## config.mk

```make
export PLATFORM = sky130hd
export DESIGN_NAME = lift_ctrl
export DESIGN_NICKNAME = d
export VERILOG_FILES = /design/src/rtl/lift_ctrl.sv
export SDC_FILE = /design/constraint.sdc
export NUM_CORES = 1
export LEC_CHECK = 0
export ABC_CLOCK_PERIOD_IN_PS = 9070
export CORE_MARGIN = 5
export CORE_UTILIZATION = 25
export CTS_CLUSTER_DIAMETER = 100
export CTS_CLUSTER_SIZE = 20
export DETAILED_ROUTE_END_ITERATION = 6
export GPL_TIMING_DRIVEN = 0
export SLEW_MARGIN = 20
export SYNTH_ARGS = -nofsm -noshare
export SYNTH_HDL_FRONTEND = slang
export SYNTH_SLANG_ARGS = --single-unit
```

## constraint.sdc

```tcl
create_clock -name clk -period 9.07 [get_ports clk]
set_clock_uncertainty 0.2 [all_clocks]
set_input_delay 0.907 -clock clk [delete_from_list [all_inputs] [get_ports clk]]
set_output_delay 0.907 -clock clk [all_outputs]
set_load 0.03 [all_outputs]
```

## src/rtl/lift_ctrl.sv

```systemverilog
// Single-car SCAN elevator controller with timed floor travel and door dwell.
// Optional emergency recall to floor 0 is enabled by defining LIFT_EMERG_EN.
module lift_ctrl #(
  parameter int NUM_FLOORS  = 8,
  parameter int FLOOR_W     = 3,
  parameter int MOVE_CYCLES = 4,
  parameter int DOOR_CYCLES = 3
) (
  input  logic                  clk,
  input  logic                  rst,
  input  logic [NUM_FLOORS-1:0] call_req,
  input  logic [NUM_FLOORS-1:0] car_req,
`ifdef LIFT_EMERG_EN
  input  logic                  emerg_i,
`endif
  output logic [FLOOR_W-1:0]    floor_o,
  output logic                  door_open_o,
  output logic                  moving_o,
  output logic                  dir_up_o,
  output logic                  busy_o,
  output logic [NUM_FLOORS-1:0] pending_o
);

  localparam int TMR_MAX = (MOVE_CYCLES > DOOR_CYCLES) ? MOVE_CYCLES : DOOR_CYCLES;
  localparam int TMR_W   = $clog2(TMR_MAX + 1);
  localparam logic [TMR_W-1:0] MOVE_LAST = TMR_W'(MOVE_CYCLES - 1);
  localparam logic [TMR_W-1:0] DOOR_LAST = TMR_W'(DOOR_CYCLES - 1);

  typedef enum logic [1:0] {
    IDLE  = 2'd0,
    MOVE  = 2'd1,
`ifdef LIFT_EMERG_EN
    DOOR  = 2'd2,
    EMERG = 2'd3
`else
    DOOR  = 2'd2
`endif
  } state_t;

  state_t                  state, state_nx;
  logic [FLOOR_W-1:0]      floor_nx;
  logic                    dir_nx;
  logic [TMR_W-1:0]        timer, timer_nx;
  logic [NUM_FLOORS-1:0]   pending_nx, req, clr;
  logic                    door_nx;

  function automatic logic any_ahead(input logic [NUM_FLOORS-1:0] pend,
                                     input logic [FLOOR_W-1:0] fl,
                                     input logic up);
    logic hit;
    hit = 1'b0;
    for (int i = 0; i < NUM_FLOORS; i++)
      if (pend[i] && (up ? (i > int'(fl)) : (i < int'(fl))))
        hit = 1'b1;
    return hit;
  endfunction

  // Saturating single-floor step so the car can never leave the shaft.
  function automatic logic [FLOOR_W-1:0] step_floor(input logic [FLOOR_W-1:0] fl,
                                                    input logic up);
    if (up && (fl != FLOOR_W'(NUM_FLOORS - 1)))
      return fl + FLOOR_W'(1);
    else if (!up && (fl != '0))
      return fl - FLOOR_W'(1);
    else
      return fl;
  endfunction

  always_comb begin
    state_nx = state;
    floor_nx = floor_o;
    dir_nx   = dir_up_o;
    timer_nx = timer;
    req      = call_req | car_req;
    case (state)
      IDLE: begin
        timer_nx = '0;
        if (pending_o[floor_o])
          state_nx = DOOR;
        else if (any_ahead(pending_o, floor_o, 1'b1)) begin
          dir_nx   = 1'b1;
          state_nx = MOVE;
        end else if (any_ahead(pending_o, floor_o, 1'b0)) begin
          dir_nx   = 1'b0;
          state_nx = MOVE;
        end
      end
      MOVE: begin
        if (timer == MOVE_LAST) begin
          timer_nx = '0;
          floor_nx = step_floor(floor_o, dir_up_o);
          if (pending_o[floor_nx])
            state_nx = DOOR;
          else if (!any_ahead(pending_o, floor_nx, dir_up_o))
            state_nx = IDLE;
        end else begin
          timer_nx = timer + TMR_W'(1);
        end
      end
      DOOR: begin
        // A fresh press for this floor keeps the door open for a full dwell.
        if (req[floor_o])
          timer_nx = '0;
        else if (timer == DOOR_LAST) begin
          timer_nx = '0;
          if (any_ahead(pending_o, floor_o, dir_up_o))
            state_nx = MOVE;
          else if (any_ahead(pending_o, floor_o, !dir_up_o)) begin
            dir_nx   = !dir_up_o;
            state_nx = MOVE;
          end else
            state_nx = IDLE;
        end else begin
          timer_nx = timer + TMR_W'(1);
        end
      end
`ifdef LIFT_EMERG_EN
      EMERG: begin
        timer_nx = '0;
        if (!emerg_i)
          state_nx = IDLE;
      end
`endif
      default: begin
        timer_nx = '0;
        state_nx = IDLE;
      end
    endcase

`ifdef LIFT_EMERG_EN
    // Emergency recall: finish any step in progress, then head for floor 0.
    if (emerg_i) begin
      case (state)
        MOVE: begin
          if (timer == MOVE_LAST) begin
            dir_nx   = 1'b0;
            state_nx = (floor_nx == '0) ? EMERG : MOVE;
          end else
            state_nx = MOVE;
        end
        IDLE, DOOR: begin
          timer_nx = '0;
          dir_nx   = 1'b0;
          state_nx = (floor_o == '0) ? EMERG : MOVE;
        end
        default: state_nx = EMERG;
      endcase
    end
`endif

    clr = '0;
    if ((state == DOOR) || (state_nx == DOOR))
      clr = {{(NUM_FLOORS-1){1'b0}}, 1'b1} << floor_nx;
    pending_nx = (pending_o | req) & ~clr;
`ifdef LIFT_EMERG_EN
    if (emerg_i)
      pending_nx = '0;
    door_nx = (state_nx == DOOR) || (state_nx == EMERG);
`else
    door_nx = (state_nx == DOOR);
`endif
  end

  always_ff @(posedge clk) begin
    if (rst) begin
      state       <= IDLE;
      floor_o     <= '0;
      dir_up_o    <= 1'b1;
      timer       <= '0;
      pending_o   <= '0;
      door_open_o <= 1'b0;
      moving_o    <= 1'b0;
      busy_o      <= 1'b0;
    end else begin
      state       <= state_nx;
      floor_o     <= floor_nx;
      dir_up_o    <= dir_nx;
      timer       <= timer_nx;
      pending_o   <= pending_nx;
      door_open_o <= door_nx;
      moving_o    <= (state_nx == MOVE);
      busy_o      <= (state_nx != IDLE);
    end
  end

endmodule

```

==> flow_metrics.env, run 1 <==
export IMPL_overflow=0
export IMPL_reg2reg_to="pending_o[3]"
export IMPL_placed_cells=435
export IMPL_cts_tree="yes"
export IMPL_grt_first_pass_wirelength_mm=11.15
export IMPL_crit_path_end_kind="register"
export IMPL_route_detailed_drc=0
export IMPL_muxShareOfSynthArea=0.03567
export IMPL_reg2reg_depth=13
export IMPL_power_internal_w=0.0002731
export IMPL_mappedNetlistArea_um2=2175
export IMPL_die_h_um=103.3
export IMPL_postPlaceCellArea_um2=2630
export IMPL_cts_sinks=20
export IMPL_grt_pass1_vias=2304
export IMPL_yosys_area_share_simple=0.3061
export IMPL_synth_edf_count=0
export IMPL_hold_class="register to register"
export IMPL_status="finished, final reports clean"
export IMPL_synth_compound_area_share=0.3182
export IMPL_cts_hold_repair_buffers=0
export IMPL_place_port_buffers=32
export IMPL_die_w_um=103.3
export IMPL_slew_headroom=0.6167
export IMPL_routabilityCongestion=0.8903
export IMPL_first_pass_iters=5
export IMPL_arrival_ps=4150
export IMPL_ys_seq_area_frac=0.1841
export IMPL_vias=2425
export IMPL_seqPwrFrac=0.258
export IMPL_drt_wl_total_mm=6.728
export IMPL_antenna_found_initial=0
export IMPL_setup_viol=0
export IMPL_syn_nets=327
export IMPL_cts_root_buf="clkbuf_8"
export IMPL_p_switching_w=0.0002478
export IMPL_drtIter0Drc=259
export IMPL_clk_path_buf_depth=2
export IMPL_clk_latency_ps=260
export IMPL_maxSlewViolCount=0
export IMPL_wl_per_cell_um=15.36
export IMPL_dpl_hpwl_mm=5.324
export IMPL_avgSynthCellArea_um2=7.371
export IMPL_ys_flop_type="dfxtp_1"
export IMPL_powerDensity_nw_per_um2=195.0
export IMPL_synthCells=295
export IMPL_r2r_start="floor_o[1]"
export IMPL_final_cell_area_um2=2671
export IMPL_final_cells=438
export IMPL_antenna_diode_count=0
export IMPL_fin_crit_ps=4227
export IMPL_ctsResizeCount=0
export IMPL_synthXorXnorAreaFrac=0.004028
export IMPL_fin_crit_sh=0.4661
export IMPL_crit_fanout=10
export IMPL_area_growth_pct=22.84
export IMPL_drive_above_1_share=0.08182
export IMPL_initial_core_util=0.2531
export IMPL_p_comb_frac=0.633
export IMPL_p_leak_nw=0.9392
export IMPL_switching_share=0.4757
export IMPL_post_cts_setup_buffers=0
export IMPL_dieArea_um2=10660
export IMPL_final_cell_mix="nor2_1, clkdlybuf4s50_1, o21ai_0, dfxtp_1"
export IMPL_grt_max_degree=11
export IMPL_core_um2=8593
export IMPL_crit_type="register to register"
export IMPL_min_from="timer[0]"
export IMPL_crit_start="floor_o[1]"
export IMPL_rsz0062_at_grt="no"
export IMPL_h_tree_depth=1
export IMPL_tightest_slew_ps=575.0
export IMPL_maxCapViolations=0
export IMPL_nets=364
export IMPL_power_total_w=0.0005208
export IMPL_cts_buffers=3
export IMPL_ir_drop_mv=0.1017
export IMPL_cp_required_ps=9000
export IMPL_yosys_warnings=0
export IMPL_synth_seq_cells=20
export IMPL_synth_async_sr_flop_share=0
export IMPL_ant_nets=0
export IMPL_grt_use_total=0.1310
export IMPL_setup_tns_ps=0
export IMPL_layout_commonest_cell="nor2_1"
export IMPL_startpoint_type="register"
export IMPL_r2r_slack_ps=4840
export IMPL_io_pin_count=33
export IMPL_yosysUniqueCellTypes=68
export IMPL_max_freq_ghz=0.2366
export IMPL_via_per_inst=5.537
export IMPL_yosys_area_share_adder=0.08516
export IMPL_fin_util=0.3109
export IMPL_cp_endpoint="pending_o[3]"
export IMPL_rows=34
export IMPL_clk_pin_slew_ps=70
export IMPL_hold_viol_final=0
export IMPL_synth_top_family_by_area="compound AO/OA/AOI/OAI gates"
export IMPL_power_frac_clock=0.109
[cells by family after synthesis]
group           Yosys count
simple gates            122
compound gates          100
buf+inv                  33
flops                    20
fa+ha+maj                15
mux                       4
xor+xnor                  1
[layout make-up]
class / count / area (um^2)
multi-input combinational: 242 / 1629
timing repair buffer: 32 / 320.3
clock buffer: 3 / 41.29
buffer: 22 / 103.9
tap: 108 / 135.1
sequential: 20 / 400.4
inverter: 11 / 41.29
fill: 942 / 5922
[routing by layer]
layer	GRT usage	share of wire
met1	0.1754	0.45
met2	0.2087	0.46
met3	0.01408	0.055
met4	0.06574	0.038
met5	0	0
[how the worst min path moves through the flow]
stage	endpoint	slack [ps]	cells after the start
final	timer[0]	250	1
after floorplan	timer[0]	220	1
after detailed placement	timer[0]	240	1
after CTS	timer[0]	260	1
after global placement	timer[0]	240	1
after global routing	timer[0]	280	1
[registers in the layout, summed over array words and instances (netlist names)]
signal	flops
state	2
busy_o	1
pending_o	8
timer	3
moving_o	1
door_open_o	1
dir_up_o	1
floor_o	3
[power by group through the flow]
| stage | sequential, W | clock, W | combinational, W |
|---|---|---|---|
| 3_3_place_gp | 0.000136 | 0 | 0.000323 |
| 5_1_grt | 0.000138 | 0.0000626 | 0.000361 |
| 4_1_cts | 0.000134 | 0.0000589 | 0.000328 |
| 2_1_floorplan | 0.000164 | 0 | 0.000191 |
| 3_5_place_dp | 0.000136 | 0 | 0.000326 |
| 6_report | 0.000134 | 0.0000569 | 0.000330 |
[worst max-delay path, cell delays in order, from the launching register on]
cell,delay (ps)
dfxtp_1,420
buf_6,160
buf_2,210
buf_2,230
inv_1,130
ha_1,280
nor3b_1,180
o21ai_1,440
and2_1,300
a2111oi_0,140
or4_4,470
or3_4,400
a32oi_4,390
o21ai_1,130
[cells in the mapped netlist, drive strengths merged (2+ instances only)]
library cell	instances	share of area
nand2b	5	0.014
o311ai	2	0.0081
nor4b	4	0.019
a2bb2oi	2	0.0081
or3	12	0.037
o21bai	2	0.0069
ha	14	0.081
a21oi	18	0.041
o22ai	2	0.0058
a311oi	2	0.016
nor2b	9	0.026
buf	8	0.024
nor4	2	0.0058
clkbuf	14	0.024
a2111oi	5	0.021
o31a	2	0.0081
a32oi	4	0.025
mux4	3	0.031
nand2	16	0.028
o21ai	37	0.085
dfxtp	20	0.18
nor3b	3	0.013
o211ai	2	0.0069
nor2	33	0.057
a211oi	2	0.0069
and2	4	0.012
o21a	2	0.0069
and3	5	0.014
o31ai	4	0.016
inv	11	0.019
or2	5	0.016
nor3	18	0.041
a31oi	2	0.0058
[per-stage QoR]
step	worst slack [ps]	hold WS, ps
floorplan	5192	217.3
global placement	4917	235.6
detailed placement	4915	243.6
CTS	4891	255.5
global route	4577	281.7
finish	4843	247.1
Power figures use the tool's default switching activity.
==> run 2: changes to the inputs <==
--- a/config.mk
+++ b/config.mk
@@ -5,7 +5,7 @@
 export SDC_FILE = /design/constraint.sdc
 export NUM_CORES = 1
 export LEC_CHECK = 0
-export ABC_CLOCK_PERIOD_IN_PS = 9070
+export ABC_CLOCK_PERIOD_IN_PS = 4400
 export CORE_MARGIN = 5
 export CORE_UTILIZATION = 25
 export CTS_CLUSTER_DIAMETER = 100
==> constraint.sdc (replaced) <==
create_clock -name clk -period 4.4 [get_ports clk]
set_clock_uncertainty 0.2 [all_clocks]
set_input_delay 0.44 -clock clk [delete_from_list [all_inputs] [get_ports clk]]
set_output_delay 0.44 -clock clk [all_outputs]
set_load 0.03 [all_outputs]
==> flow_metrics.env, run 2 (synthesis gave the netlist of run 1 again) <==
export IMPL_initial_core_util=0.2531
export IMPL_grt_first_pass_wirelength_mm=11.15
export IMPL_cp_required_ps=4330
export IMPL_slew_headroom=0.6213
export IMPL_route_detailed_drc=0
export IMPL_hold_class="register to register"
export IMPL_overflow=0
export IMPL_max_freq_ghz=0.2386
export IMPL_startpoint_type="register"
export IMPL_fin_crit_sh=0.9524
export IMPL_drtIter0Drc=255
export IMPL_status="finished, final reports clean"
export IMPL_arrival_ps=4120
export IMPL_largest_reg_flops=8
export IMPL_power_total_w=0.001083
export IMPL_cts_sinks=20
export IMPL_rows=34
export IMPL_maxSlewViolCount=0
export IMPL_crit_path_max_incr_delay_ps=610
export IMPL_ir_drop_mv=0.2101
export IMPL_hold_slack_ps=247.1
export IMPL_dieArea_um2=10660
export IMPL_first_pass_iters=4
export IMPL_core_um2=8593
export IMPL_rsz0062_at_grt="no"
export IMPL_h_tree_depth=1
export IMPL_cts_buffers=3
export IMPL_io_pin_count=33
export IMPL_postPlaceCellArea_um2=2630
export IMPL_grt_max_degree=11
export IMPL_nets=364
export IMPL_tightest_slew_ps=562.2
export IMPL_layout_commonest_cell="nor2_1"
export IMPL_antenna_found_initial=0
export IMPL_via_per_inst=5.559
export IMPL_place_port_buffers=32
export IMPL_path_cells="clkbuf_1 -> inv_1 -> ha_1 -> nor3b_1 -> or3_1 -> buf_2 -> nand2_1 -> a2111oi_0 -> or4_4 -> or3_4 -> a32oi_4 -> o21ai_1"
export IMPL_crit_path_end_kind="register"
export IMPL_antenna_diode_count=0
export IMPL_clk_latency_ps=260
export IMPL_wl_per_cell_um=15.47
export IMPL_largest_register="pending_o"
export IMPL_grt_pass1_vias=2304
export IMPL_drt_wl_total_mm=6.778
export IMPL_setup_viol=0
export IMPL_vias=2435
export IMPL_fin_crit_ps=4191
export IMPL_maxCapViolations=0
export IMPL_reg_largest_list="pending_o x8, floor_o x3, timer x3"
export IMPL_dpl_hpwl_mm=5.324
export IMPL_powerDensity_nw_per_um2=403.6
export IMPL_drive_above_1_share=0.09091
export IMPL_clk_path_buf_depth=2
export IMPL_clk_pin_slew_ps=70
export IMPL_setup_tns_ps=0
export IMPL_cts_tree="yes"
export IMPL_ant_nets=0
export IMPL_die_h_um=103.3
export IMPL_crit_type="register to register"
export IMPL_grt_use_total=0.1310
export IMPL_cts_root_buf="clkbuf_8"
export IMPL_area_growth_pct=23.36
export IMPL_routabilityCongestion=0.8903
export IMPL_final_cell_mix="nor2_1, clkdlybuf4s50_1, o21ai_0, dfxtp_1"
export IMPL_reg2reg_depth=12
export IMPL_final_cell_area_um2=2683
export IMPL_crit_fanout=10
export IMPL_holdPathStages=1
export IMPL_p_leak_nw=0.9399
export IMPL_post_cts_setup_buffers=0
export IMPL_hold_viol_final=0
export IMPL_fin_util=0.3122
export IMPL_die_w_um=103.3
export IMPL_cp_slowest_cell="or4_4"
run 2: final timing paths:
| path | from | end | slack, ps |
|---|---|---|---|
| setup reg to reg | floor_o[0] | pending_o[3] | 210 |
| hold / removal | timer[0] | timer[0] | 250 |
| hold reg to reg | timer[0] | timer[0] | 250 |
| setup / recovery | floor_o[0] | pending_o[3] | 210 |
run 2: final cells by class:
type	instances	area [um^2]
fill	940	5911
clock buffer	3	41.29
buffer	22	103.9
tap	108	135.1
timing repair buffer	32	320.3
inverter	11	41.29
multi-input combinational	242	1639
sequential	20	401.6
run 2: worst max-delay path, delay by kind of cell (launching register included):
kind                     cells  cell delay [ps]
AND/OR/NAND/NOR              5             1620
AO/OA/AOI/OAI                3              620
buffers and inverters        3              870
adder cells (fa/ha/maj)      1              340
flip-flops                   1              400
run 2: power breakdown:
group / internal [W] / switching (W) / leakage (nW)
Combinational: 0.000278 / 0.000410 / 0.753
Sequential: 0.000229 / 0.0000490 / 0.166
Clock: 0.0000609 / 0.0000565 / 0.0216
Total: 0.000567 / 0.000515 / 0.940
run 2: metal layers:
| metal | share of wire | vias to the layer above | GRT usage |
|---|---|---|---|
| met2 | 0.46 | 115 | 0.2087 |
| li1 | - | 1168 | - |
| met4 | 0.039 | 0 | 0.06574 |
| met1 | 0.45 | 1130 | 0.1754 |
| met5 | 0 | - | 0 |
| met3 | 0.055 | 22 | 0.01408 |
run 2: through the flow:
| step | setup WS, ps | cells |
|---|---|---|
| floorplan | 522.2 | 295 |
| global placement | 246.7 | 435 |
| detailed placement | 245.1 | 435 |
| CTS | 221.0 | 438 |
| global route | 49.35 | 438 |
| finish | 209.2 | 438 |
run 2: repair_timing:
item                                    4_1_cts  5_1_grt
endpoints found under the setup margin        0       10
hold buffers                                  0        0
gates resized for setup                       0        3
